==> config.mk <==
export PLATFORM = sky130hd
export DESIGN_NAME = align_stage_pipe
export DESIGN_NICKNAME = d
export VERILOG_FILES = /design/src/rtl/align_pkg.sv /design/src/rtl/align_lane.sv /design/src/rtl/align_stage_pipe.sv
export SDC_FILE = /design/constraint.sdc
export NUM_CORES = 1
export LEC_CHECK = 0
export CELL_PAD_IN_SITES_DETAIL_PLACEMENT = 1
export CELL_PAD_IN_SITES_GLOBAL_PLACEMENT = 1
export CORE_AREA = 2 2 289 148
export CTS_CLUSTER_DIAMETER = 100
export DETAILED_ROUTE_END_ITERATION = 10
export DIE_AREA = 0 0 291 150
export GPL_ROUTABILITY_DRIVEN = 0
export PLACE_DENSITY_LB_ADDON = 0.1
export SYNTH_ARGS = -nofsm -noshare
export SYNTH_HDL_FRONTEND = slang
export SYNTH_SLANG_ARGS = --single-unit
==> constraint.sdc <==
create_clock -name clk -period 21.6 [get_ports clk]
set_input_delay 6.48 -clock clk [delete_from_list [all_inputs] [get_ports clk]]
set_output_delay 6.48 -clock clk [all_outputs]
set_load 0.05 [all_outputs]
==> src/rtl/align_pkg.sv <==
// align_pkg: shared widths and helpers for the alignment stage.
// Used by align_lane and align_stage_pipe.
package align_pkg;

  localparam int LANES_D = 9;
  localparam int PP_W_D  = 5;
  localparam int EXP_W_D = 5;
  localparam int OUT_W_D = 16;

  // Most negative value of a w-bit signed exponent.
  function automatic int exp_neg_inf(input int w);
    return -(1 << (w - 1));
  endfunction

  // LSB position of lane i in a packed vector of w-bit lanes.
  function automatic int lane_lsb(input int i, input int w);
    return i * w;
  endfunction

endpackage

==> src/rtl/align_lane.sv <==
// align_lane: combinational shifter for one lane.
// Sticky output exists only with ALIGN_STICKY_EN.
module align_lane
  import align_pkg::*;
#(
  parameter int PP_W      = PP_W_D,
  parameter int EXP_W     = EXP_W_D,
  parameter int OUT_W     = OUT_W_D,
  parameter int ALIGN_LSB = OUT_W - PP_W
) (
  input  logic [PP_W-1:0]  pp_i,
  input  logic [EXP_W:0]   shift_i,
  input  logic             en_i,
  output logic [OUT_W-1:0] aligned_o
`ifdef ALIGN_STICKY_EN
  , output logic           sticky_o
`endif
);

  logic [OUT_W-1:0]        pre;
  logic signed [OUT_W-1:0] pre_s;
  logic signed [OUT_W-1:0] shr_s;
  logic [31:0]             sh;

  assign sh    = 32'(shift_i);
  assign pre   = {{(OUT_W-PP_W){pp_i[PP_W-1]}}, pp_i} << ALIGN_LSB;
  assign pre_s = pre;
  assign shr_s = pre_s >>> sh;

  // Saturate to sign fill once every bit has been shifted out.
  always_comb begin
    aligned_o = '0;
    if (en_i) begin
      if (sh >= 32'(OUT_W)) aligned_o = {OUT_W{pre[OUT_W-1]}};
      else                  aligned_o = shr_s;
    end
  end

`ifdef ALIGN_STICKY_EN
  logic [OUT_W-1:0] mask;

  // Mask of bits dropped below the LSB; all ones on overshift.
  always_comb begin
    mask     = ~({OUT_W{1'b1}} << sh);
    sticky_o = en_i & (|(pre & mask));
  end
`endif

endmodule

==> src/rtl/align_stage_pipe.sv <==
// align_stage_pipe: 2-stage exponent-align pipeline with valid/ready.
// Optional sticky outputs enabled by macro ALIGN_STICKY_EN.
module align_stage_pipe
  import align_pkg::*;
#(
  parameter int LANES     = LANES_D,
  parameter int PP_W      = PP_W_D,
  parameter int EXP_W     = EXP_W_D,
  parameter int OUT_W     = OUT_W_D,
  parameter int ALIGN_LSB = OUT_W - PP_W
) (
  input  logic                   clk,
  input  logic                   rst,
  input  logic                   in_valid,
  output logic                   in_ready,
  input  logic [LANES*PP_W-1:0]  in_pp,
  input  logic [LANES*EXP_W-1:0] in_exp,
  input  logic [LANES-1:0]       in_lane_en,
  output logic                   out_valid,
  input  logic                   out_ready,
  output logic [LANES*OUT_W-1:0] out_pp,
  output logic [EXP_W-1:0]       out_exp_max
`ifdef ALIGN_STICKY_EN
  , output logic [LANES-1:0]     out_sticky
`endif
);

  localparam logic [EXP_W-1:0] NEG_INF = EXP_W'(exp_neg_inf(EXP_W));

  logic                   s1_valid_q, s1_valid_d;
  logic                   s2_valid_q, s2_valid_d;
  logic                   s1_adv, s2_adv;
  logic                   s1_load, s2_load;
  logic [LANES*PP_W-1:0]  s1_pp_q;
  logic [LANES*EXP_W-1:0] s1_exp_q;
  logic [LANES-1:0]       s1_en_q;
  logic [EXP_W-1:0]       s1_max_q, s1_max_d;
  logic [LANES*OUT_W-1:0] s2_pp_q, s2_pp_d;
  logic [EXP_W-1:0]       s2_max_q;

  assign s2_adv     = !s2_valid_q || out_ready;
  assign s1_adv     = !s1_valid_q || s2_adv;
  assign in_ready   = s1_adv;
  assign s1_load    = s1_adv && in_valid;
  assign s2_load    = s2_adv && s1_valid_q;
  assign s1_valid_d = s1_adv ? in_valid : s1_valid_q;
  assign s2_valid_d = s2_adv ? s1_valid_q : s2_valid_q;

  assign out_valid   = s2_valid_q;
  assign out_pp      = s2_pp_q;
  assign out_exp_max = s2_max_q;

  // Signed max of enabled exponents; none enabled gives NEG_INF.
  always_comb begin
    s1_max_d = NEG_INF;
    for (int i = 0; i < LANES; i++) begin
      if (in_lane_en[i] &&
          $signed(in_exp[lane_lsb(i, EXP_W) +: EXP_W]) > $signed(s1_max_d))
        s1_max_d = in_exp[lane_lsb(i, EXP_W) +: EXP_W];
    end
  end

`ifdef ALIGN_STICKY_EN
  logic [LANES-1:0] s2_st_q, s2_st_d;
  assign out_sticky = s2_st_q;
`endif

  for (genvar g = 0; g < LANES; g++) begin : g_lane
    logic [EXP_W-1:0] e;
    logic [EXP_W:0]   sh;
    assign e  = s1_exp_q[g*EXP_W +: EXP_W];
    assign sh = {s1_max_q[EXP_W-1], s1_max_q} - {e[EXP_W-1], e};
    align_lane #(
      .PP_W     (PP_W),
      .EXP_W    (EXP_W),
      .OUT_W    (OUT_W),
      .ALIGN_LSB(ALIGN_LSB)
    ) u_lane (
      .pp_i     (s1_pp_q[g*PP_W +: PP_W]),
      .shift_i  (sh),
      .en_i     (s1_en_q[g]),
      .aligned_o(s2_pp_d[g*OUT_W +: OUT_W])
`ifdef ALIGN_STICKY_EN
      , .sticky_o(s2_st_d[g])
`endif
    );
  end

  // S1: capture the beat and its max exponent on transfer.
  always_ff @(posedge clk) begin
    if (rst) begin
      s1_valid_q <= 1'b0;
      s1_pp_q    <= '0;
      s1_exp_q   <= '0;
      s1_en_q    <= '0;
      s1_max_q   <= '0;
    end else begin
      s1_valid_q <= s1_valid_d;
      if (s1_load) begin
        s1_pp_q  <= in_pp;
        s1_exp_q <= in_exp;
        s1_en_q  <= in_lane_en;
        s1_max_q <= s1_max_d;
      end
    end
  end

  // S2: register aligned lanes; hold while downstream stalls.
  always_ff @(posedge clk) begin
    if (rst) begin
      s2_valid_q <= 1'b0;
      s2_pp_q    <= '0;
      s2_max_q   <= '0;
`ifdef ALIGN_STICKY_EN
      s2_st_q    <= '0;
`endif
    end else begin
      s2_valid_q <= s2_valid_d;
      if (s2_load) begin
        s2_pp_q  <= s2_pp_d;
        s2_max_q <= s1_max_q;
`ifdef ALIGN_STICKY_EN
        s2_st_q  <= s2_st_d;
`endif
      end
    end
  end

endmodule

=== Yosys cells after proc, flatten, opt, wreduce, memory -nomap -nowiden ===
Index checks and enable logic that the tools add are counted.

* Output and inout bits: 151
* Register bits: 255
* Memories: 0
* Input port bits: 103
* Bits in latches: 0
* Word-level logic and storage cells: 86
* RAM bits: 0
* ROM bits: 0

* Equal/unequal tests: 0
* Div/mod/pow operators: 0
* $add $sub $neg: 9
* Reductions and logical operators: 15
* Multiply operators: 0
* Multiplexer cells: 27
* Bitwise gates (word level): 0
* Shift operators: 9
* Magnitude comparators: 18

{| class="wikitable"
|+ Operators with widths
! kind !! count
|-
| $mux 16 || 18
|-
| $sshr 16x6->16 || 9
|-
| $ge 6x5->1 const B || 9
|-
| $sub 5x5->6 || 9
|-
| $mux 5 || 9
|-
| $gt 5x5->1 || 8
|-
| $logic_and 1x1->1 || 11
|-
| $gt 5x5->1 const B || 1
|-
| $logic_not 1->1 || 2
|-
| $logic_or 1x1->1 || 2
|}

=== Logic depth before layout (Yosys ltp) ===
* Depth in word-level cells: 27
* Mapped depth: 71
* Depth with buffers taken out: 67

=== Cells and area by module ===
Synthesis repeated with hierarchy kept, for this count alone.

* Cells, all modules: 2,430
* Area total of the unflattened synthesis: 18,012.3 um2

{| class="wikitable"
|+ Modules (own cells, without submodules)
! module !! area an instance (um2) !! seq. area each (um2) !! instances !! cells an instance
|-
| align_stage_pipe || 12,595.8 || 5,104.9 || 1 || 1,638
|-
| align_lane || 601.8 || 0.0 || 9 || 88
|}

=== Least setup slack after synthesis ===
Ideal clock, no wire load.

* Path kind: input-to-reg
* From: input in_lane_en[0]
* To: register s1_max_q[0]
* Buffers on the path: 4
* Arrival time: 18.926 ns
* Setup time: 0.076 ns
* Setup slack: 2.598 ns
* Cell stages on the path: 66
* Cell sequence: nor2b_1 > ha_1 > nor3b_2 > o221ai_2 > buf_6 > nand2_4 > o21ai_0 > ha_1 > nand4_1 > a22o_2 > a21oi_1 > nand3_1 > a21oi_4 > nand2_1 > o21ai_0 > inv_1 > ha_1 > o21ai_1 > [... 30 more ...] > a211o_2 > a21oi_1 > ha_1 > nor2_1 > a22oi_1 > a21o_1 > a41oi_4 > mux2i_1 > ha_1 > nor2b_1 > o21a_1 > o21a_1 > o311ai_0 > o21ai_0 > and2_1 > clkbuf_1 > or3_1 > o22ai_1

* Longest elaborated chain between the ends: 26

{| class="wikitable"
|+ Ends and longest elaborated chain
! element !! line !! text
|-
| from (decl) || align_stage_pipe.sv:18 || <nowiki>input logic [LANES-1:0] in_lane_en,</nowiki>
|-
| $logic_and 1x1->1 * || align_stage_pipe.sv:57 || <nowiki>if (in_lane_en[i] &&</nowiki>
|-
| $mux 5 * || align_stage_pipe.sv:57 ||
|-
| $gt 5x5->1 || align_stage_pipe.sv:58 || <nowiki>$signed(in_exp[lane_lsb(i, EXP_W) +: EXP_W]) > $signed(s1_max_d))</nowiki>
|-
| $logic_and 1x1->1 || align_stage_pipe.sv:57 ||
|-
| $mux 5 * || align_stage_pipe.sv:57 ||
|-
| $gt 5x5->1 || align_stage_pipe.sv:58 ||
|-
| $logic_and 1x1->1 || align_stage_pipe.sv:57 ||
|-
| $mux 5 * || align_stage_pipe.sv:57 ||
|-
| [... 10 more ...] || - ||
|-
| $logic_and 1x1->1 || align_stage_pipe.sv:57 ||
|-
| $mux 5 * || align_stage_pipe.sv:57 ||
|-
| $gt 5x5->1 || align_stage_pipe.sv:58 ||
|-
| $logic_and 1x1->1 || align_stage_pipe.sv:57 ||
|-
| $mux 5 * || align_stage_pipe.sv:57 ||
|-
| $gt 5x5->1 || align_stage_pipe.sv:58 ||
|-
| $logic_and 1x1->1 || align_stage_pipe.sv:57 ||
|-
| $mux 5 * || align_stage_pipe.sv:57 ||
|-
| to (signal assigned) || align_stage_pipe.sv:103 || <nowiki>s1_max_q <= s1_max_d;</nowiki>
|-
| to (decl) || align_stage_pipe.sv:37 || <nowiki>logic [EXP_W-1:0] s1_max_q, s1_max_d;</nowiki>
|}

Mark *: on every way between the ends. The rest lies on a longest branch, timed or not.
A chain may end at the register's enable or synchronous reset.

=== Worst setup path in the final report ===
* From: input in_exp[2]
* To: register s1_max_q[2]

* Longest elaborated chain between the ends: 27

{| class="wikitable"
|+ Ends and longest elaborated chain
! element !! line !! text
|-
| from (decl) || align_stage_pipe.sv:17 || <nowiki>input logic [LANES*EXP_W-1:0] in_exp,</nowiki>
|-
| $gt 5x5->1 || align_stage_pipe.sv:58 ||
|-
| $logic_and 1x1->1 || align_stage_pipe.sv:57 ||
|-
| $mux 5 * || align_stage_pipe.sv:57 ||
|-
| $gt 5x5->1 || align_stage_pipe.sv:58 ||
|-
| $logic_and 1x1->1 || align_stage_pipe.sv:57 ||
|-
| $mux 5 * || align_stage_pipe.sv:57 ||
|-
| $gt 5x5->1 || align_stage_pipe.sv:58 ||
|-
| $logic_and 1x1->1 || align_stage_pipe.sv:57 ||
|-
| [... 11 more ...] || - ||
|-
| $logic_and 1x1->1 || align_stage_pipe.sv:57 ||
|-
| $mux 5 * || align_stage_pipe.sv:57 ||
|-
| $gt 5x5->1 || align_stage_pipe.sv:58 ||
|-
| $logic_and 1x1->1 || align_stage_pipe.sv:57 ||
|-
| $mux 5 * || align_stage_pipe.sv:57 ||
|-
| $gt 5x5->1 || align_stage_pipe.sv:58 ||
|-
| $logic_and 1x1->1 || align_stage_pipe.sv:57 ||
|-
| $mux 5 * || align_stage_pipe.sv:57 ||
|}

Marks and branches as above.

==> key figures <==
Timing
  • Final worst-path cycle share: 0.962
  • Clock Skew: between 0.015 and 0.02 ns
  • Slew @ Worst Pin: 1.01 ns
  • Fin. max-slew vios: 0
  • Final-report setup violation count: 0
  • Final Hold Fails: 0
  • Final setup TNS: 0 ns
  • Slew HR: 0.325
  • Fmax: 48.1 MHz
  • Minimum clock period: roughly 21 ns

Placement
  • Hpwl dp: about 44000 µm
  • I/O Buffers: between 200 and 300

Final layout
  • Commonest non-fill, non-tap cell in the layout: nand2_1
  • Layout cells sized above 1: 0.0612
  • FILL cells: slightly above 5k
  • Final core utilization: 0.486
  • Sequential cell area: between 5000 and 6000 µm²
  • Most frequent cells in the layout: nand2_1, dfxtp_1, clkdlybuf4s50_1
  • Area grow syn2layout: 23.3%
  • Fin nets: between 2k and 3k
  • Multi-input logic area: approximately 10000 µm²

Synth
  • Mux contribution to synthesized area: 0.0608
  • Largest family of logic cells by synthesized area: compound AO/OA/AOI/OAI gates
  • Seq cells post-synth: 255
  • Post-Syn Instances: 2192
  • Post-synthesis async set-or-reset flop share: 0
  • Ys Warns: 0
  • Mean post-synth cell area: approximately 7.4 µm²
  • Yosys cell types: 93
  • Post-Syn Area: about 16000 µm²
  • Top_reg_cell synth: dfxtp_1
  • Simple-Gate Fraction of Synth Area: 0.199
  • Post-synth net total: around 2.4k
  • Post-synth EDFFs: 0
  • Sequential area share after synthesis: 0.313
  • Xor and xnor area share after synthesis: 0.0264
  • Synth Area in Compound Gates: 0.274
  • Adder-Cell Fraction of Synth Area: 0.0657

Setup path
  • CP Class: in -> reg
  • Worst setup SP type: primary input
  • Worst EP required: 22.08 ns
  • Crit-path slowest cell: clkdlybuf4s50_1
  • Critical path fanouts, max: 9
  • RR Startpoint: s1_max_q[2]
  • Slowest stage delay, CP: between 0.5 and 0.6 ns
  • Crit end category: flop
  • Worst path most repeated cell: ha_1
  • Setup crit start: in_exp[2]
  • Worst Path Arrival: ~21 ns

Detailed routing
  • Initial DRC Count: 1420
  • Antenna Nets Post-Route: 0
  • Via/cell ratio: 5.76
  • DRC violations left: 0
  • Vias: about 17k
  • Drt first pass iters: 5
  • Routed wire length per instance: between 20 and 25 µm
  • Wirelength, routed: between 60000 and 70000 µm

Clocking
  • Clock tree buffer depth: 3
  • H-Tree Level Count: 1
  • CTS tree: built
  • Cts bufs inserted: 27
  • Insertion delay to the later sink of the worst-skew pair: roughly 0.56 ns
  • CTS sink cnt: around 260
  • Root buf cell: clkbuf_16
  • Clk slew on worst S/H paths: 0.07 ns

Floorplan
  • Std-Cell Rows: 53
  • Die Width: between 200 and 300 µm
  • Die area: 43700 µm²
  • Starting Density: 0.394
  • IO Count: approximately 250
  • Core area: 41300 µm²
  • Die height: ~150 µm

Hold path
  • Worst Min Path Start: out_pp[69]
  • Hold WC Path Type: reg -> reg

GRT
  • Largest net degree at the start of global routing: between 90 and 100
  • First-pass GRT wire length: between 90000 and 100000 µm
  • Gr usage total: 0.265
  • Initial antenna violation count: 3
  • Vias in the first global route: 16.4k
  • Gr ovfl total: 0

Power
  • Leak pwr: roughly 0.0076 µW
  • Clock power share: 0.242
  • Seq pwr share: 0.242
  • Switching portion of total power: 0.455
  • NetSw: approximately 980 µW
  • Combinational Power Share: 0.516
  • P_int: around 1200 µW
  • Max IR drop VDD: about 0.066 mV
  • Pwr Density: between 100 and 150 nW/µm²

Run
  • Max cap viols: 0

Status
  • Status: completed
==> logic make-up (layout without fill, tap and decap cells) <==
family / count (synthesis) / in the layout
other cells: 0 / 2
mux: 92 / 92
buf+inv: 242 / 419
xor+xnor: 49 / 49
fa+ha+maj: 81 / 81
simple gates: 761 / 761
compound gates: 712 / 713
flops: 255 / 255
==> stage by stage <==
stage / cells / hold slack [ns] / cell area (µm²) / setup WS [ns] / total power (µW)
after global routing: 2922 / 0.479 / 20100 / -0.0220 / 2310
after CTS: 2910 / 0.455 / 20000 / 0.176 / 2150
after detailed placement: 2860 / 0.446 / 19000 / -0.333 / 1610
after floorplan: 2192 / 0.432 / 16300 / 2.60 / 1330
after global placement: 2860 / 0.439 / 19000 / 0.502 / 1570
final: 2922 / 0.453 / 20100 / 0.811 / 2160
==> flip-flops by register name, summed over array words and instances, names as in the netlist <==
signal       count
out_pp         144
s1_exp_q        45
s1_pp_q         45
s1_en_q          9
out_exp_max      5
s1_max_q         5
out_valid        1
s1_valid_q       1
==> worst paths after layout <==
check | endpoint | slack, ns | cells after the start
worst max-delay path | s1_max_q[2] | 0.81 | 66
worst min-delay path | out_pp[69] | 0.45 | 2
worst max register to register | out_pp[61] | 17.55 | 10
worst min register to register | out_pp[69] | 0.45 | 2
==> synth_stat cells (6+ instances only) <==
master / number / share of area
xnor2_1: 22 / 0.012
nor3_1: 6 / 0.0018
o21ai_0: 186 / 0.057
a21o_1: 14 / 0.0065
nand2_1: 374 / 0.086
a31oi_1: 12 / 0.0046
fa_1: 9 / 0.011
ha_1: 67 / 0.051
nor2b_1: 20 / 0.0077
o311ai_0: 20 / 0.011
xor2_1: 27 / 0.015
nor2_1: 220 / 0.051
buf_1: 11 / 0.0025
inv_1: 98 / 0.023
a22oi_1: 120 / 0.055
o22ai_1: 9 / 0.0035
a211oi_1: 7 / 0.0032
and2_1: 14 / 0.0054
mux2i_1: 62 / 0.038
dfxtp_1: 255 / 0.31
mux2_2: 23 / 0.016
clkbuf_1: 122 / 0.028
a21oi_1: 249 / 0.077
nand3_1: 60 / 0.018
nand4_1: 12 / 0.0046
o31ai_1: 11 / 0.0051
nand2b_1: 24 / 0.0092
o211a_1: 9 / 0.0055
or4_1: 7 / 0.0032
o211ai_1: 12 / 0.0055
o21a_1: 6 / 0.0028
==> power by group through the flow <==
stage	registers (µW)	clock network, µW	logic [µW]
2_1_floorplan	552	0	776
3_3_place_gp	533	0	1040
3_5_place_dp	534	0	1080
4_1_cts	523	535	1090
5_1_grt	527	555	1230
6_report	524	523	1120
==> routing by layer <==
metal	global-route usage	routed length, µm	vias up
li1	-	-	8041
met1	0.386	29500	8250
met2	0.412	26300	460
met3	0.0428	3450	81
met4	0.0505	996	2
met5	0	16	-
==> cell type report <==
type,instances,area share
Antenna cell,2,0.000249
Tap cell,550,0.0343
Inverter,98,0.0183
Sequential cell,255,0.254
Clock inverter,17,0.0123
Multi-Input combinational cell,1696,0.511
Timing Repair Buffer,271,0.133
Clock buffer,33,0.0363
==> repair_timing <==
item                                    4_1_cts  5_1_grt
gates resized for setup                       0       11
hold buffers                                  0        0
setup buffers                                 0        9
hold endpoints to repair                      0        0
endpoints found under the setup margin        0        5
==> critical path: cells and delay by family <==
family                     cells  cell delay [ns]
AOI/OAI and AO/OA             26             5.61
adders and majority gates     10             3.34
buffers and inverters          4             0.85
muxes                          5             1.50
and+or+nand+nor               21             3.47
Note: power is estimated with default switching activity, not from simulation.
==> patch (config.mk and constraints unchanged) <==
The package constant `OUT_W_D` goes from 16 to 24.
--- a/src/rtl/align_pkg.sv
+++ b/src/rtl/align_pkg.sv
@@ -6,5 +6,5 @@
   localparam int PP_W_D  = 5;
   localparam int EXP_W_D = 5;
-  localparam int OUT_W_D = 16;
+  localparam int OUT_W_D = 24;
 
   // Most negative value of a w-bit signed exponent.
Interface: changed (resized out_pp); port bits go from 254 to 326. The function was not compared with the original's and may differ.
==> patch against the unedited design <==
Utilization is 11 points higher. Die area did not move. Synthesized cell count increased by 27%. Setup slack worse by 270 ps. Critical path type unchanged. Area after synthesis up 23%. Cell count is 22% higher. Routed wire length up 33%. Register-to-register slack got worse by 350 ps. Sequential cell count grew 72. Final area rose by 23%. Highest routed layer is now met4.
Power is not compared: it rests on default switching activity, and its combinational part moved more than twofold at a synthesized area within 25%.
==> patch: results (changes against the unedited design) <==
* Cts bufs inserted at 31 (+15%)
* Number of global-route vias before repair at 21500 (+31%)
* Peak VDD IR at 0.0847 mV
* Synth area leaders: dfxtp_1 (33%), a21oi_1 (11%), nor2_1 (7.5%), nand2_1 (7.2%), o21ai_0 (6.6%)
* Worst path max stage delay at 600 ps (+50 ps)
* Skew final at 17.6 ps (+2.02 ps)
* H-tree depth at 1 (unchanged)
* Internal power at 1.74 mW
* Global-route wire length before repair at 121000 um (+30%)
* Clk slew on worst S/H paths at 70 ps (about the same)
* Min-Delay Path Class: reg -> reg
* Library cells used by synthesis at 78 (-16%)
* Quantity of I/O buffers inserted on ports at 325 (+28%)
* Root buf cell: clkbuf_16
* Area post-placement at 0.0234 sq mm (+23%)
* Final #Nets at 3167 (+25%)
* Net Count, Synth at 2968 (+25%)
* Hold EP: s1_exp_q[6]
* Ys flop type: dfxtp_1
* Clock Latency Late Sink at 620 ps (+60 ps)
* Post-place setup slack at -435 ps (-102 ps)
* Hold path start: s1_exp_q[6]
* Max reg flops at 216 (+50%)
* Worst path slowest cell: clkdlybuf4s50_1
* R2R setup slack at 17200 ps (-350 ps)
* Pin count of the biggest net entering global routing at 231 (+150%)
* Detailed Routing Iterations Pass 1 at 7 (+2)
* DRT iter0 DRCs at 2225 (+57%)
* P_leak at 9.40 nW
* Crit path DAT at 21560 ps (+290 ps)
* Status: finished clean
* FF-to-FF path depth at 12 (+2)
* Gr usage total at 34.7% (+8.2 points)
* Fillers at 5212 (+3.4%)
* Crit Path Max Fanout at 12 (+3)
* FF-to-FF End: out_pp[132]
* Routed WL per cell at 22.5 um (+9.1%)
* Least-Margin Pin Slew at 1300 ps (+288 ps)
* Share of layout cells above drive strength 1 at 6.08% (-0.042 points)
* Clock tree buffer depth at 3 (unchanged)
* Initial antenna violation count at 4 (+1)
* R2r startpoint: s1_max_q[0]
* Vias per cell at 6.20 (+7.7%)
* Worst hold stages at 2 (unchanged)
* Final HPWL DP at 57800 um (+31%)
* Post-synthesis sequential area ratio at 32.8% (+1.5 points)
* Power Dens Cells at 147 mW/mm^2
* Async SR Flop Fraction at 0% (unchanged)
* Most instantiated cells after synthesis: a21oi_1 (431), nor2_1 (398), nand2_1 (381)
## patch: kinds of logic after synthesis
group / count (synthesis) / synth area share [%]
adder cells (fa/ha/maj): 77 / 5.15
flip-flops: 327 / 32.8
AND/OR/NAND/NOR: 946 / 19.8
AO/OA/AOI/OAI: 1019 / 30.2
XOR/XNOR: 51 / 2.24
multiplexers: 81 / 4.32
buffers and inverters: 288 / 5.49
## patch: metrics by stage
step	std cells	hold WS (ps)	TNS [ps]	total power, mW	utilization, %
after floorplan	2789	436	0	2.31	-
after global placement	3499	443	0	2.79	56.7
after detailed placement	3499	449	-847	2.92	56.7
after CTS	3556	458	0	3.54	59.3
after global routing	3566	474	-26.1	3.86	59.6
final	3566	458	0	3.62	59.6
## patch: area by class of cell
| class | count | area, sq um | share of cell area [%] |
|---|---|---|---|
| clock inverters | 19 | 219 | 0.890 |
| flip-flops and latches | 327 | 6550 | 26.6 |
| inverters | 91 | 342 | 1.39 |
| clock buffers | 38 | 852 | 3.46 |
| diodes | 4 | 10.0 | 0.0407 |
| well taps | 550 | 688 | 2.80 |
| multi-input cells | 2174 | 12400 | 50.4 |
| repair buffers | 363 | 3560 | 14.4 |
## patch: power groups by stage
stage	clock network, mW	logic [mW]	registers, mW
2_1_floorplan	0	1.55	0.759
3_3_place_gp	0	2.10	0.687
3_5_place_dp	0	2.23	0.689
4_1_cts	0.601	2.26	0.676
5_1_grt	0.621	2.56	0.680
6_report	0.595	2.34	0.677
## patch: per-layer routing
| metal | wire length (um) | global-route usage, % | part of all wire [%] |
|---|---|---|---|
| met5 | 0 | 0 | 0 |
| met4 | 2270 | 9.51 | 2.8 |
| met3 | 6030 | 5.88 | 7.5 |
| met2 | 35000 | 53.7 | 44 |
| met1 | 36800 | 49.8 | 46 |
## patch: worst max-delay path by stage
| stage | end | cells past startpoint | slack, ps | start |
|---|---|---|---|---|
| detailed placement | s1_max_q[2] | 66 | -440 | in_lane_en[0] |
| CTS | s1_max_q[2] | 66 | 140 | in_lane_en[0] |
| global placement | s1_max_q[2] | 65 | 720 | in_lane_en[0] |
| global route | s1_max_q[2] | 66 | -30 | in_lane_en[0] |
| finish | s1_max_q[2] | 66 | 540 | in_lane_en[0] |
| floorplan | s1_max_q[2] | 66 | 2420 | in_exp[3] |
## patch: repair_timing
item / in CTS / in global routing
setup endpoints to repair: 0 / 5
buffers inserted: 0 / 6
resized for setup: 0 / 16
## patch: worst max-delay path, delay by kind of cell
| family | cells | cell delay [ps] |
|---|---|---|
| compound gates | 24 | 5780 |
| simple gates | 23 | 4240 |
| fa+ha+maj | 8 | 2230 |
| mux | 6 | 1810 |
| buf+inv | 5 | 970 |
